--- src/rtl/dlx_pkg.sv ---
// Shared DLX definitions for the GPR write path: register widths, the queued
// write entry, and the hard-wired zero register.
package dlx_pkg;

  localparam int GPR_ADDR_W = 5;
  localparam int GPR_DATA_W = 32;

  localparam logic [GPR_ADDR_W-1:0] REG_ZERO = 5'd0;

  typedef struct packed {
    logic [GPR_ADDR_W-1:0] rd;
    logic [GPR_DATA_W-1:0] data;
  } wq_entry_t;

endpackage

--- src/rtl/gpr_fwd_lookup.sv ---
// Newest-match search over the pending write entries for one register read
// port. Slots are scanned head-to-tail, so the youngest match wins.
module gpr_fwd_lookup
  import dlx_pkg::*;
#(
  parameter int DEPTH = 4
) (
  input  wq_entry_t                   entries [DEPTH],
  input  logic [$clog2(DEPTH)-1:0]    head,
  input  logic [$clog2(DEPTH):0]      count,
  input  logic [GPR_ADDR_W-1:0]       rs,
  output logic                        hit,
  output logic [GPR_DATA_W-1:0]       data
);

  localparam int PW = $clog2(DEPTH);
  localparam int CW = PW + 1;

  logic [DEPTH-1:0]      slot_match;
  logic [GPR_DATA_W-1:0] slot_data [DEPTH];

  // Slot gi is the entry gi positions younger than the head.
  generate
    for (genvar gi = 0; gi < DEPTH; gi++) begin : g_slot
      localparam logic [PW:0] OFFSET = CW'(gi);
      logic [PW-1:0] idx;
      assign idx             = head + OFFSET[PW-1:0];
      assign slot_match[gi]  = (OFFSET < count) && (entries[idx].rd == rs) && (rs != REG_ZERO);
      assign slot_data[gi]   = entries[idx].data;
    end
  endgenerate

  always_comb begin
    hit  = 1'b0;
    data = '0;
    for (int k = 0; k < DEPTH; k++) begin
      if (slot_match[k]) begin
        hit  = 1'b1;
        data = slot_data[k];
      end
    end
  end

endmodule

--- src/rtl/gpr_write_queue.sv ---
// In-order write queue feeding the DLX register file write port, with
// forwarding of pending writes to both read ports. Optional statistics
// counters are compiled in with GPR_WQ_STATS_EN.
module gpr_write_queue
  import dlx_pkg::*;
#(
  parameter int DEPTH  = 4,
  parameter int DATA_W = GPR_DATA_W,
  parameter int ADDR_W = GPR_ADDR_W
) (
  input  logic                     clk,
  input  logic                     rst,
  input  logic                     in_valid,
  input  logic [ADDR_W-1:0]        in_rd,
  input  logic [DATA_W-1:0]        in_data,
  output logic                     in_ready,
  output logic [ADDR_W-1:0]        ws,
  output logic                     we,
  output logic [DATA_W-1:0]        wData,
  input  logic [ADDR_W-1:0]        rs1,
  input  logic [ADDR_W-1:0]        rs2,
  output logic                     fwd1_hit,
  output logic [DATA_W-1:0]        fwd1_data,
  output logic                     fwd2_hit,
  output logic [DATA_W-1:0]        fwd2_data,
  output logic [$clog2(DEPTH):0]   pending
`ifdef GPR_WQ_STATS_EN
  ,
  output logic [15:0]              full_stall_cnt,
  output logic [15:0]              r0_drop_cnt
`endif
);

  localparam int PW = $clog2(DEPTH);
  localparam logic [PW:0]   FULL_CNT = (PW + 1)'(DEPTH);
  localparam logic [PW:0]   CNT_ONE  = 1;
  localparam logic [PW-1:0] PTR_ONE  = 1;

  wq_entry_t     mem_q [DEPTH];
  logic [PW-1:0] head_q, head_d;
  logic [PW-1:0] tail_q, tail_d;
  logic [PW:0]   count_q, count_d;

  logic      accept;
  logic      store;
  logic      pop;
  wq_entry_t wr_entry;
  wq_entry_t head_entry;

  assign in_ready   = (count_q != FULL_CNT);
  assign pop        = (count_q != '0);
  assign accept     = in_valid && in_ready;
  // r0 requests complete the handshake but never occupy a slot.
  assign store      = accept && (in_rd != REG_ZERO);
  assign wr_entry   = '{rd: in_rd, data: in_data};
  assign head_entry = mem_q[head_q];

  always_comb begin
    head_d  = pop   ? head_q + PTR_ONE : head_q;
    tail_d  = store ? tail_q + PTR_ONE : tail_q;
    count_d = count_q;
    case ({store, pop})
      2'b10:   count_d = count_q + CNT_ONE;
      2'b01:   count_d = count_q - CNT_ONE;
      default: count_d = count_q;
    endcase
  end

  always_ff @(posedge clk or posedge rst) begin
    if (rst) begin
      head_q  <= '0;
      tail_q  <= '0;
      count_q <= '0;
    end else begin
      head_q  <= head_d;
      tail_q  <= tail_d;
      count_q <= count_d;
    end
  end

  // Entry storage is not reset; occupancy alone decides which slots are live.
  always_ff @(posedge clk) begin
    if (store) begin
      mem_q[tail_q] <= wr_entry;
    end
  end

  assign we      = pop;
  assign ws      = pop ? head_entry.rd   : '0;
  assign wData   = pop ? head_entry.data : '0;
  assign pending = count_q;

  gpr_fwd_lookup #(.DEPTH(DEPTH)) u_fwd1 (
    .entries (mem_q),
    .head    (head_q),
    .count   (count_q),
    .rs      (rs1),
    .hit     (fwd1_hit),
    .data    (fwd1_data)
  );

  gpr_fwd_lookup #(.DEPTH(DEPTH)) u_fwd2 (
    .entries (mem_q),
    .head    (head_q),
    .count   (count_q),
    .rs      (rs2),
    .hit     (fwd2_hit),
    .data    (fwd2_data)
  );

`ifdef GPR_WQ_STATS_EN
  logic [15:0] full_stall_cnt_q, full_stall_cnt_d;
  logic [15:0] r0_drop_cnt_q, r0_drop_cnt_d;

  always_comb begin
    full_stall_cnt_d = full_stall_cnt_q;
    r0_drop_cnt_d    = r0_drop_cnt_q;
    if (in_valid && !in_ready && (full_stall_cnt_q != 16'hFFFF)) begin
      full_stall_cnt_d = full_stall_cnt_q + 16'd1;
    end
    if (accept && (in_rd == REG_ZERO) && (r0_drop_cnt_q != 16'hFFFF)) begin
      r0_drop_cnt_d = r0_drop_cnt_q + 16'd1;
    end
  end

  always_ff @(posedge clk or posedge rst) begin
    if (rst) begin
      full_stall_cnt_q <= '0;
      r0_drop_cnt_q    <= '0;
    end else begin
      full_stall_cnt_q <= full_stall_cnt_d;
      r0_drop_cnt_q    <= r0_drop_cnt_d;
    end
  end

  assign full_stall_cnt = full_stall_cnt_q;
  assign r0_drop_cnt    = r0_drop_cnt_q;
`endif

endmodule
--- config.mk ---
export PLATFORM = sky130hd
export DESIGN_NAME = gpr_write_queue
export DESIGN_NICKNAME = d
export VERILOG_FILES = /design/src/rtl/dlx_pkg.sv /design/src/rtl/gpr_fwd_lookup.sv /design/src/rtl/gpr_write_queue.sv
export SDC_FILE = /design/constraint.sdc
export NUM_CORES = 1
export LEC_CHECK = 0
export ABC_CLOCK_PERIOD_IN_PS = 4200
export CAP_MARGIN = 25
export CORE_MARGIN = 2
export CORE_UTILIZATION = 30
export CTS_CLUSTER_DIAMETER = 150
export DETAILED_ROUTE_END_ITERATION = 8
export DONT_BUFFER_PORTS = 1
export GPL_ROUTABILITY_DRIVEN = 1
export PLACE_DENSITY = 0.52
export SETUP_SLACK_MARGIN = 0.2
export SLEW_MARGIN = 10
export SYNTH_ARGS = -nofsm -noshare
export SYNTH_HDL_FRONTEND = slang
export SYNTH_SLANG_ARGS = --single-unit
--- constraint.sdc ---
create_clock -name clk -period 4.2 [get_ports clk]
set_clock_uncertainty 0.1 [all_clocks]
set_input_delay 0.63 -clock clk [delete_from_list [all_inputs] [get_ports clk]]
set_output_delay 0.63 -clock clk [all_outputs]
set_load 0.01 [all_outputs]
==> summary.txt <==
Outcome
  • Outcome: finished, violations left
  • Failing checks: setup timing

Placed design
  • Buffers on Ports: 0
  • Routability congestion estimate: 0.879
  • Post-DP HPWL: 29300 um
  • Inst Count DP: 1851

Setup path
  • CP max FO: 12
  • Reg2reg end: mem_q[36]$_DFFE_PP_
  • R2r startpoint: pending[0]$_DFFE_PP0P_
  • Worst Setup Start Kind: flip-flop
  • R2R setup slack: 1.18 ns
  • Critical Path End Type: output port
  • Worst path required time: 3.47 ns
  • Crit path from: head_q[0]$_DFFE_PP0N_
  • WP data arrival: 3.53 ns
  • FF-to-FF path depth: 7
  • Critical path class: flip-flop to output port

Floorplan
  • Die span in y: 208 um
  • Initial Util: 30.5%
  • I/O pin total: 158
  • Core Area: 0.0410 mm^2
  • Die width: 208 um
  • Row count: 74
  • Die Area: 0.0434 mm^2

Global route
  • Vias in the first global route: 11400
  • GRT overflow: 0
  • Largest net degree at the start of global routing: 143
  • Global-route wire length before repair: 70800 um
  • GRT Overall Usage: 21.6%
  • Initial antenna violation count: 0

Pwr
  • Comb power frac: 68.3%
  • Leakage power: 5.82 nW
  • Pwr Density: 769 mW/mm^2
  • Clock share of power: 12.8%
  • Maximum vdd drop: 608 uV
  • Sw frac: 48.1%
  • Flop pwr share: 18.9%
  • Int Power: 6.37 mW
  • Switching power: 5.91 mW

Min path
  • Worst Hold Depth: 0
  • WHS Endpoint: mem_q[65]$_DFFE_PP_
  • Min-delay worst type: primary input to flip-flop
  • HP Start: in_data[28]

Synth
  • Post-synth ARST share: 4.52%
  • Synth area leaders: edfxtp_1, mux2i_1, nor2_1
  • Top_reg_cell synth: edfxtp_1
  • Post-synthesis cell type count: 64
  • Syn Area/Cell: 9.54 um^2
  • Yosys reg bits: 155
  • Syn nets: 1371
  • Post-synth top area share: 35.5%
  • Syn Inst Count: 1312
  • Synth warn: 0
  • Register area share after synthesis: 36.9%
  • Synthesized area: 0.0125 mm^2
  • Synth area leader: edfxtp_1
  • Post-synth EDFFs: 148

Clock tree
  • Worst-case clock buffer depth: 2
  • CTS Root Cell: clkbuf_16
  • Clock Latency Late Sink: 0.44 ns
  • CTS H-tree lvls: 4
  • Inserted Clock Buffers: 17
  • Clock slew seen by the registers of the worst setup and hold paths: 0.07 ns
  • CTS tree: built
  • Clock sinks: 155

Timing
  • WHS: 0.174 ns
  • RSZ-0062 raised after global routing: yes
  • Period utilization: 101%
  • Slew of the pin with the lowest slew margin: 1.02 ns
  • Final WS setup: -0.0606 ns
  • Fin. max-slew vios: 0
  • Final hold vios: 0
  • Slew headroom: 32.3%
  • FMAX: 235 MHz
  • Final Critical Period: 4.26 ns
  • Final setup violation count: 24

Finish
  • Multi-input gate area: 0.00788 mm^2
  • Final #Nets: 1453
  • Register area: 0.00463 mm^2
  • Layout cell share with drive strength beyond 1: 31.0%
  • Fillers: 3978
  • Area Overhead vs Synth: 27.4%
  • Final Util: 38.9%
  • Cell Count, Final, Fillers Out: 1939
  • Diode count: 0

Routing
  • Final WL: 48600 um
  • DR iter-0 viols: 1076
  • Final ANT Viol Nets: 0
  • Vias post-DR: 11500
  • Vias per cell: 5.95
  • Remaining DRCs: 0
  • DR WL/cell: 25.1 um
  • Router iterations before antenna repair: 5

Run
  • # Max-Cap Violations: 0
-- area by class of cell --
type                    instances  area share [%]
multi-input cells             967            49.4
flip-flops and latches        155            29.0
well taps                     532            4.17
repair buffers                186            12.1
inverters                      67            1.58
clock inverters                15            1.10
clock buffers                  17            2.67
-- worst max-delay path, cell delays in order (launching register included) --
cell and delay (ns):
dfrtp_4 0.54, buf_6 0.15, buf_6 0.11, mux4_2 0.49, xor2_2 0.19, a2111oi_2 0.21, nand4_1 0.27, a21boi_4 0.23
buf_12 0.14, buf_12 0.15, o211ai_1 0.09, o211ai_1 0.32, buf_4 0.19
-- cells in the final DEF (no fill, tap or decap), types with 9 or more instances in the layout --
cell and count:
a211oi_1 41, a211oi_2 15, a21oi_1 35, a221oi_1 10, a221oi_2 17, a22oi_1 11
a22oi_2 17, a31oi_1 29, buf_12 18, buf_4 129, buf_6 25, clkbuf_16 21
edfxtp_1 148, ha_1 9, inv_1 66, mux2_2 39, mux2i_1 126, mux4_2 20
nand2_1 52, nor2_1 155, nor3_1 31, o2111ai_1 14, o2111ai_2 14, o21ai_0 52
o21ai_1 15, o21bai_1 27, o221a_2 19, or3_1 55, xnor2_1 30
-- repair_timing --
item | in CTS | in global routing
endpoints found under the setup margin | 66 | 66
gates resized for setup | 136 | 55
cloned | 8 | 4
pin swaps | 42 | 15
hold endpoints to repair | 7 | 0
hold buffers | 1 | 0
setup buffers | 37 | 5
-- metrics by stage --
step	area, um^2	setup WS (ns)	total power, mW	TNS [ns]
final	16000	-0.0606	12.3	-0.559
after global routing	16000	-0.148	13.0	-5.60
after CTS	15500	-0.0237	11.9	-0.0892
after detailed placement	13800	0.0956	9.43	0
after global placement	13800	0.0756	9.37	0
after floorplan	12500	0.568	7.13	0
-- cells by family (layout without fill, tap and decap cells) --
kind of cell / Yosys count / after routing / synth area share [%]
buffers and inverters: 193 / 285 / 6.79
muxes: 187 / 187 / 17.3
and+or+nand+nor: 353 / 354 / 13.5
xor gates and xnor gates: 47 / 47 / 3.29
adders and majority gates: 9 / 9 / 0.899
AOI/OAI and AO/OA: 368 / 370 / 21.3
DFF: 155 / 155 / 36.9
-- power by group through the flow --
stage                     clock, mW  sequential (mW)  combinational [mW]
after detailed placement          0             2.41                7.02
after CTS                      1.60             2.31                7.99
after floorplan                   0             2.25                4.88
after global routing           1.66             2.36                8.96
final                          1.58             2.32                8.38
after global placement            0             2.40                6.97
-- state kept, by name, indices dropped and copies added (netlist names) --
name and flops:
tail_q 2, mem_q 148, head_q 2, pending 3
-- Yosys cell counts (3+ instances only) --
| cell type | instances |
|---|---|
| a21oi_1 | 35 |
| a22oi_1 | 28 |
| or3_1 | 56 |
| nand3_1 | 4 |
| o2111ai_1 | 28 |
| o21ai_1 | 5 |
| o211ai_1 | 4 |
| o221a_2 | 27 |
| o22ai_1 | 8 |
| xor2_1 | 10 |
| nand4_1 | 8 |
| xnor2_1 | 37 |
| and2_1 | 13 |
| buf_6 | 7 |
| mux4_2 | 20 |
| mux2_2 | 39 |
| nand2b_1 | 6 |
| a221oi_1 | 28 |
| ha_1 | 9 |
| or4_1 | 5 |
| a31oi_1 | 31 |
| o211a_1 | 3 |
| nor3_1 | 33 |
| o21ai_0 | 71 |
| nand2_1 | 53 |
| inv_1 | 66 |
| buf_2 | 28 |
| buf_4 | 7 |
| or2_2 | 4 |
| buf_1 | 4 |
| nor2_1 | 158 |
| o21bai_1 | 27 |
| dfrtp_1 | 7 |
| a211oi_1 | 55 |
| nor2b_1 | 3 |
| clkbuf_1 | 79 |
| edfxtp_1 | 148 |
| mux2i_1 | 128 |
-- how the worst max path moves through the flow --
| stage | endpoint | slack [ns] | cells after the start |
|---|---|---|---|
| after floorplan | fwd2_data[14] | 0.57 | 11 |
| after global placement | fwd1_data[17] | 0.08 | 9 |
| after detailed placement | fwd2_data[11] | 0.1 | 10 |
| after CTS | fwd1_data[5] | -0.02 | 12 |
| after global routing | fwd2_data[10] | -0.15 | 12 |
| final | fwd2_data[30] | -0.06 | 12 |
-- per-layer routing --
layer	routed length, um	track usage (%)	vias up	share of wire, %
met1	19200	26.5	5709	39
met3	4080	4.75	117	8.4
met4	1800	8.19	0	3.7
met5	0	0	-	0
li1	-	-	5172	-
met2	23600	36.9	539	48
Power figures use the tool's default switching activity.
